File: config.mk
export PLATFORM = sky130hd
export DESIGN_NAME = servo_pwm_monitor
export DESIGN_NICKNAME = d
export VERILOG_FILES = /design/src/rtl/servo_pwm_monitor.sv
export SDC_FILE = /design/constraint.sdc
export NUM_CORES = 1
export LEC_CHECK = 0
export CORE_ASPECT_RATIO = 0.7
export CORE_MARGIN = 4
export CORE_UTILIZATION = 52
export CTS_BUF_LIST = sky130_fd_sc_hd__clkbuf_8
export CTS_CLUSTER_SIZE = 14
export DETAILED_ROUTE_END_ITERATION = 12
export PLACE_DENSITY = 0.73
export SLEW_MARGIN = 30
export SYNTH_ARGS = -nofsm -noshare
export SYNTH_HDL_FRONTEND = slang
export SYNTH_SLANG_ARGS = --single-unit
File: constraint.sdc
create_clock -name clk -period 3.7 [get_ports clk]
set_input_delay 1.11 -clock clk [delete_from_list [all_inputs] [get_ports clk]]
set_output_delay 1.11 -clock clk [all_outputs]
set_load 0.005 [all_outputs]
File: src/rtl/servo_pwm_monitor.sv
// -----------------------------------------------------------------------------
// servo_pwm_monitor
//
// Receive end of the servo pulse interface. Recovers the high time of each
// servo PWM pulse in microseconds (same units as the servo's pulse_width
// command), reports the rise-to-rise frame period, flags out-of-range pulses
// and declares the link dead when the line stops toggling.
//
// Ports:
//   clk           system clock (CLOCK_50)
//   rst_n         synchronous active-low reset
//   pwm_in        asynchronous servo PWM line
//   pulse_width   last measured high time in us, saturates at 2047
//   pulse_valid   one-cycle strobe when pulse_width updates
//   pulse_error   one-cycle strobe with pulse_valid when width is out of range
//   period_us     last rise-to-rise period in us, saturates at 32767
//   period_valid  one-cycle strobe when period_us updates
//   pwm_timeout   level, set once the line has been idle for TIMEOUT_US
// -----------------------------------------------------------------------------
module servo_pwm_monitor #(
    parameter int clock_frequency_mhz = 50,
    parameter int MIN_PULSE_US        = 1000,
    parameter int MAX_PULSE_US        = 2000,
    parameter int TIMEOUT_US          = 40000
) (
    input  logic        clk,
    input  logic        rst_n,
    input  logic        pwm_in,
    output logic [10:0] pulse_width,
    output logic        pulse_valid,
    output logic        pulse_error,
    output logic [14:0] period_us,
    output logic        period_valid,
    output logic        pwm_timeout
);

    localparam int PRE_W  = (clock_frequency_mhz > 1) ? $clog2(clock_frequency_mhz) : 1;
    localparam int IDLE_W = $clog2(TIMEOUT_US + 1);

    localparam logic [PRE_W-1:0]  PRE_LAST  = PRE_W'(clock_frequency_mhz - 1);
    localparam logic [IDLE_W-1:0] IDLE_MAX  = IDLE_W'(TIMEOUT_US);
    localparam logic [IDLE_W-1:0] IDLE_LAST = IDLE_W'(TIMEOUT_US - 1);
    localparam logic [11:0]       MIN_W     = 12'(MIN_PULSE_US);
    localparam logic [11:0]       MAX_W     = 12'(MAX_PULSE_US);

    typedef enum logic [1:0] {
        WAIT_LOW,
        WAIT_RISE,
        HIGH,
        LOW
    } state_t;

    state_t state_q, state_d;

    // ---------------------------------------------------------------
    // Input conditioning: 2-flop synchronizer plus edge register.
    // ---------------------------------------------------------------
    logic sync_meta, synced, delayed;
    logic rise, fall, any_edge;

    // NOTE: the synchronizer carries no reset so that a line already high
    // when reset releases is seen as high, not as a fresh rising edge.
    // NOTE: sequential state is always assigned with non-blocking <=.
    always_ff @(posedge clk) begin
        sync_meta <= pwm_in;
        synced    <= sync_meta;
        delayed   <= synced;
    end

    assign rise     = synced & ~delayed;
    assign fall     = ~synced & delayed;
    assign any_edge = rise | fall;

    // ---------------------------------------------------------------
    // Microsecond prescaler, restarted on every edge so that both the
    // high and low segments are measured as floor(cycles / freq).
    // ---------------------------------------------------------------
    logic [PRE_W-1:0] presc;
    logic             us_tick;

    assign us_tick = (presc == PRE_LAST);

    always_ff @(posedge clk) begin
        if (!rst_n)                presc <= '0;
        else if (any_edge || us_tick) presc <= '0;
        else                       presc <= presc + PRE_W'(1);
    end

    // ---------------------------------------------------------------
    // Counters. The *_sum values include the tick of the current cycle,
    // which matters on the edge cycle itself where a count is captured.
    // ---------------------------------------------------------------
    logic [10:0]       hi_cnt;
    logic [14:0]       per_cnt;
    logic [IDLE_W-1:0] idle_cnt;
    logic [11:0]       hi_sum;
    logic [15:0]       per_sum;
    logic [10:0]       hi_sat;
    logic [14:0]       per_sat;
    logic              timeout_hit;
    logic              width_bad;

    assign hi_sum      = {1'b0, hi_cnt} + {11'd0, us_tick};
    assign per_sum     = {1'b0, per_cnt} + {15'd0, us_tick};
    assign hi_sat      = hi_sum[11] ? 11'h7FF : hi_sum[10:0];
    assign per_sat     = per_sum[15] ? 15'h7FFF : per_sum[14:0];
    // Range check on the unsaturated sum; any saturated width exceeds MAX.
    assign width_bad   = (hi_sum < MIN_W) || (hi_sum > MAX_W);
    // Fires once, on the tick that brings idle_cnt up to TIMEOUT_US.
    assign timeout_hit = us_tick && (idle_cnt == IDLE_LAST);

    // ---------------------------------------------------------------
    // Tracking FSM
    // ---------------------------------------------------------------
    logic load_pw, load_per, clr_cnt, set_to;

    always_ff @(posedge clk) begin
        if (!rst_n) state_q <= WAIT_LOW;
        else        state_q <= state_d;
    end

    // NOTE: every output of this block gets a default first, so no path
    // through the case can leave one unassigned and infer a latch.
    always_comb begin
        state_d  = state_q;
        load_pw  = 1'b0;
        load_per = 1'b0;
        clr_cnt  = 1'b0;
        set_to   = 1'b0;
        if (timeout_hit) begin
            // Timeout outranks an edge in the same cycle; that edge is dropped.
            state_d = WAIT_LOW;
            set_to  = 1'b1;
        end else begin
            case (state_q)
                WAIT_LOW:  if (!synced) state_d = WAIT_RISE;
                WAIT_RISE: if (rise) begin
                    state_d = HIGH;
                    clr_cnt = 1'b1;
                end
                HIGH:      if (fall) begin
                    state_d = LOW;
                    load_pw = 1'b1;
                end
                LOW:       if (rise) begin
                    state_d  = HIGH;
                    load_per = 1'b1;
                    clr_cnt  = 1'b1;
                end
                default:   state_d = WAIT_LOW;
            endcase
        end
    end

    always_ff @(posedge clk) begin
        if (!rst_n) begin
            hi_cnt   <= '0;
            per_cnt  <= '0;
            idle_cnt <= '0;
        end else begin
            if (clr_cnt) begin
                hi_cnt  <= '0;
                per_cnt <= '0;
            end else begin
                if (state_q == HIGH)                     hi_cnt  <= hi_sat;
                if (state_q == HIGH || state_q == LOW)   per_cnt <= per_sat;
            end
            if (any_edge)                              idle_cnt <= '0;
            else if (us_tick && idle_cnt != IDLE_MAX)  idle_cnt <= idle_cnt + IDLE_W'(1);
        end
    end

    // ---------------------------------------------------------------
    // Output registers
    // ---------------------------------------------------------------
    always_ff @(posedge clk) begin
        if (!rst_n) begin
            pulse_width  <= '0;
            pulse_valid  <= 1'b0;
            pulse_error  <= 1'b0;
            period_us    <= '0;
            period_valid <= 1'b0;
            pwm_timeout  <= 1'b0;
        end else begin
            pulse_valid  <= load_pw;
            pulse_error  <= load_pw && width_bad;
            period_valid <= load_per;
            if (load_pw)  pulse_width <= hi_sat;
            if (load_per) period_us   <= per_sat;
            if (set_to)       pwm_timeout <= 1'b1;
            else if (load_pw) pwm_timeout <= 1'b0;
        end
    end

endmodule

==> results of run 1 <==
==> routing by layer <==
layer	wire, µm	part of all wire, %	vias to the layer above	GRT usage, %
met5	0	0	-	0
met4	84	0.93	0	5.40
met3	502	5.5	9	6.26
met2	3880	43	89	31.5
met1	4600	51	1587	30.7
li1	-	-	1702	-
==> registers in the layout (all words and copies together), names as in the netlist <==
signal / cells
idle_cnt: 16
per_cnt: 15
period_us: 15
hi_cnt: 11
pulse_width: 11
presc: 6
state_q: 2
delayed: 1
period_valid: 1
pulse_error: 1
pulse_valid: 1
pwm_timeout: 1
sync_meta: 1
synced: 1
==> power by group through the flow <==
stage | sequential, W | clock, W | combinational, W
3_5_place_dp | 0.000937 | 0 | 0.0000703
4_1_cts | 0.000915 | 0.000842 | 0.0000708
3_3_place_gp | 0.000936 | 0 | 0.0000690
2_1_floorplan | 0.000933 | 0 | 0.0000497
6_report | 0.000915 | 0.000827 | 0.0000704
5_1_grt | 0.000918 | 0.000881 | 0.0000787
==> worst max-delay path, cell delays in order (launching register included) <==
cell                       delay, ns
sky130_fd_sc_hd__dfxtp_1        0.38
sky130_fd_sc_hd__ha_1           0.16
sky130_fd_sc_hd__nand2_1        0.04
sky130_fd_sc_hd__or3_1          0.40
sky130_fd_sc_hd__inv_2          0.13
sky130_fd_sc_hd__ha_1           0.25
sky130_fd_sc_hd__ha_1           0.42
sky130_fd_sc_hd__inv_1          0.15
sky130_fd_sc_hd__or4_1          0.51
sky130_fd_sc_hd__o211ai_2       0.10
sky130_fd_sc_hd__o31ai_1        0.13
sky130_fd_sc_hd__a211o_1        0.25
sky130_fd_sc_hd__a311oi_1       0.28
==> final cells by class <==
| type | count | area share (%) |
|---|---|---|
| Multi-Input combinational cell | 340 | 47.0 |
| Sequential cell | 83 | 35.9 |
| Timing Repair Buffer | 37 | 7.73 |
| Clock buffer | 12 | 3.57 |
| Tap cell | 98 | 2.65 |
| Clock inverter | 4 | 2.06 |
| Inverter | 13 | 1.05 |
==> placed cells by master, fill, tap and decap left out, drive strengths merged, types with 8 or more instances in the layout <==
master / count
nor3: 12
inv: 13
nand2: 37
xnor2: 26
a21oi: 20
a211oi: 11
xor2: 8
clkbuf: 12
nand3: 32
o211a: 22
a311oi: 13
ha: 10
dfxtp: 83
nand4: 8
nor2: 67
o21ai: 13
clkdlybuf4s50: 32
==> cell usage after synthesis, drive strengths merged, types with 2 or more instances <==
cell type,count
nand4,8
or3,5
nor3,12
clkbuf,14
inv,13
o21a,5
a21boi,3
and3,5
o211a,22
nand2b,4
and2,5
and4,3
dfxtp,83
o21ai,13
xor2,8
xnor2,26
nor2,67
ha,10
o2111ai,2
nand3,32
buf,16
nand2,37
mux2i,4
a21oi,20
nor2b,4
a311oi,13
nor4,5
a211oi,11
==> worst min-delay path by stage <==
stage	slack [ns]	depth (start not counted)	startpoint	endpoint
2_1_floorplan	0.31	0	sync_meta	synced
6_report	0.33	0	sync_meta	synced
5_1_grt	0.36	0	sync_meta	synced
3_3_place_gp	0.31	0	sync_meta	synced
3_5_place_dp	0.31	0	sync_meta	synced
4_1_cts	0.33	0	sync_meta	synced
==> kinds of logic (layout without fill, tap and decap cells) <==
group | Yosys count | count (layout) | synth area share (%)
fa+ha+maj | 10 | 10 | 3.10
compound gates | 99 | 99 | 18.5
buf+inv | 43 | 66 | 5.23
mux | 5 | 5 | 1.27
flops | 83 | 83 | 41.1
xor+xnor | 34 | 34 | 7.37
simple gates | 192 | 192 | 23.4
==> through the flow <==
step	setup WS [ns]	utilization, %	hold slack, ns	area (µm²)
CTS	0.437	62.4	0.331	4630
global placement	0.692	58.7	0.311	4360
global route	0.189	62.4	0.362	4630
floorplan	0.894	-	0.310	4040
finish	0.409	62.4	0.329	4630
detailed placement	0.517	58.9	0.312	4370
==> PnR_summary.wiki, run 1 <==
{| class="wikitable"
! Metric !! Value
|-
| Run status || complete, no violations
|-
| Post-layout instance count excluding filler cells || 587
|-
| Switching share of power || 21.0%
|-
| Max clock buf depth || 2
|-
| Remaining global-route overflow || 0
|-
| Startpoint of the worst-slack reg-to-reg timing path || presc[0]
|-
| Initial antenna violation count || 0
|-
| Ys async rst share || 0%
|-
| Number of enable-type register cells in the synthesized netlist || 0
|-
| Maximum clock rate || 304 MHz
|-
| Initial Util || 54.5%
|-
| Post-route fraction of the period consumed by the critical path || 89.0%
|-
| # clock sinks || 83
|-
| Syn. warnings || 0
|-
| Origin of the worst setup path || presc[0]
|-
| Post-route total power || 0.00181 W
|-
| Final hold violation count || 0
|-
| Vias || 3,387
|-
| Gp weighted congestion || 0.922
|-
| Psw || 0.000380 W
|-
| Clock tree from TritonCTS || done
|-
| CTS buffer count || 9
|-
| Port-buffer cells || 32
|-
| Global-route wire length before repair || 15.6 mm
|-
| Avg Cell Area, Syn || 8.67 µm²
|-
| Multi-input gate area || 2180 µm²
|-
| Sum Neg Setup Slack || 0 ns
|-
| Transition at the pin with the smallest max-transition slack || 0.751 ns
|-
| Clock Power Share || 45.6%
|-
| Number of core rows || 26
|-
| Drt drc || 0
|-
| Number of placed cells counting well taps || 571
|-
| Number of storage elements in the synthesis netlist || 83
|-
| Number of buffers inserted by hold repair at cts || 0
|-
| CP Launch Type || flop
|-
| Crit-path max FO || 10
|-
| Number of DRC violations after detailed-routing iteration 0 || 241
|-
| Wire length after detailed routing || 9.06 mm
|-
| Number of pins exceeding their max-slew limit in the final report || 0
|-
| Buffers inserted during post-CTS setup optimization || 0
|-
| Post-cts sizing count || 0
|-
| Cells after synthesis || 466
|-
| Synth top area cells || sky130_fd_sc_hd__dfxtp_1 (41%), sky130_fd_sc_hd__nor2_1 (6.2%), sky130_fd_sc_hd__xnor2_1 (5.6%), sky130_fd_sc_hd__o211a_1 (5.5%), sky130_fd_sc_hd__nand3_1 (4.0%)
|-
| Final Critical Period || 3.29 ns
|-
| Headroom to the max-slew limit || 49.8%
|-
| Number of primary I/O pins || 33
|-
| Critical path endpoint category || flop
|-
| Largest net degree at the start of global routing || 32
|-
| Sequential cell area fraction in the yosys report || 41.1%
|-
| Fraction of layout instances using a drive strength above 1 || 6.34%
|-
| Via density per instance || 5.77
|-
| Total Nets Final || 497
|-
| Register area || 1660 µm²
|-
| Syn-to-layout area delta || 14.6%
|-
| Relative contribution of sequential cells to total power || 50.5%
|-
| Setup repair after global routing missed its margin || no
|-
| Via count of the first global-routing pass || 3,110
|-
| Number of antenna repair diodes || 0
|-
| Post-synthesis cell type with the largest combined area || sky130_fd_sc_hd__dfxtp_1
|-
| Leakage power || 1.81 nW
|-
| Library cell used as clock root buffer || sky130_fd_sc_hd__clkbuf_8
|-
| Path category of the worst min-delay check || reg -> reg
|-
| Clock Pin Slew Worst Setup and Hold Paths || 0.08 ns
|-
| Nets in the synthesized netlist || 479
|-
| Worst IR drop on VDD || 0.304 mV
|-
| Die Footprint || 9260 µm²
|-
| Number of levels the H-tree was split into || 3
|-
| Synthesized cell area || 4040 µm²
|-
| Filler cells || 660
|-
| Path depth of the worst reg2reg path || 12
|-
| Count of different cell masters after synthesis || 55
|-
| DR WL/cell || 15.4 µm
|-
| Share of power burned in combinational logic || 3.9%
|-
| Start-to-end type of the worst setup path || reg -> reg
|-
| Worst setup path endpoint || pulse_error
|-
| Total routing usage reported by global routing || 21.4%
|-
| Y dimension of the die || 81.7 µm
|-
| Core Box Area || 7420 µm²
|-
| Number of optimization iterations in the first detailed-route pass || 4
|-
| Detailed Place HPWL || 6.42 mm
|-
| Total power per unit cell area || 392 nW/µm²
|-
| Main synth FF type || sky130_fd_sc_hd__dfxtp_1
|-
| Required time at the worst-slack endpoint || 3.97 ns
|-
| Clock latency on the worst-skew pair || 0.37 ns
|-
| Max-cap viol count || 0
|-
| Internal Dissipation || 0.00143 W
|-
| Worst-case register-to-register setup slack || 0.41 ns
|-
| X dimension of the die || 113 µm
|-
| CP Data Arrival Time || 3.56 ns
|-
| Worst flop-to-flop path endpoint || pulse_error
|-
| Setup-violating endpoint count in the final report || 0
|-
| Worst setup skew after layout || 0.0105 ns
|-
| Count of antenna-violating nets left after detailed routing || 0
|-
| Area share of the largest cell type after synthesis || 41.1%
|}
Power figures use the tool's default switching activity.
==> run 2, diff against run 1 <==
--- a/config.mk
+++ b/config.mk
@@ -8,7 +8,6 @@
 export CORE_ASPECT_RATIO = 0.7
 export CORE_MARGIN = 4
 export CORE_UTILIZATION = 52
-export CTS_BUF_LIST = sky130_fd_sc_hd__clkbuf_8
 export CTS_CLUSTER_SIZE = 14
 export DETAILED_ROUTE_END_ITERATION = 12
 export PLACE_DENSITY = 0.73
==> results of run 2 <==
The final DEF is identical to that of run 1; final timing and power are the same.
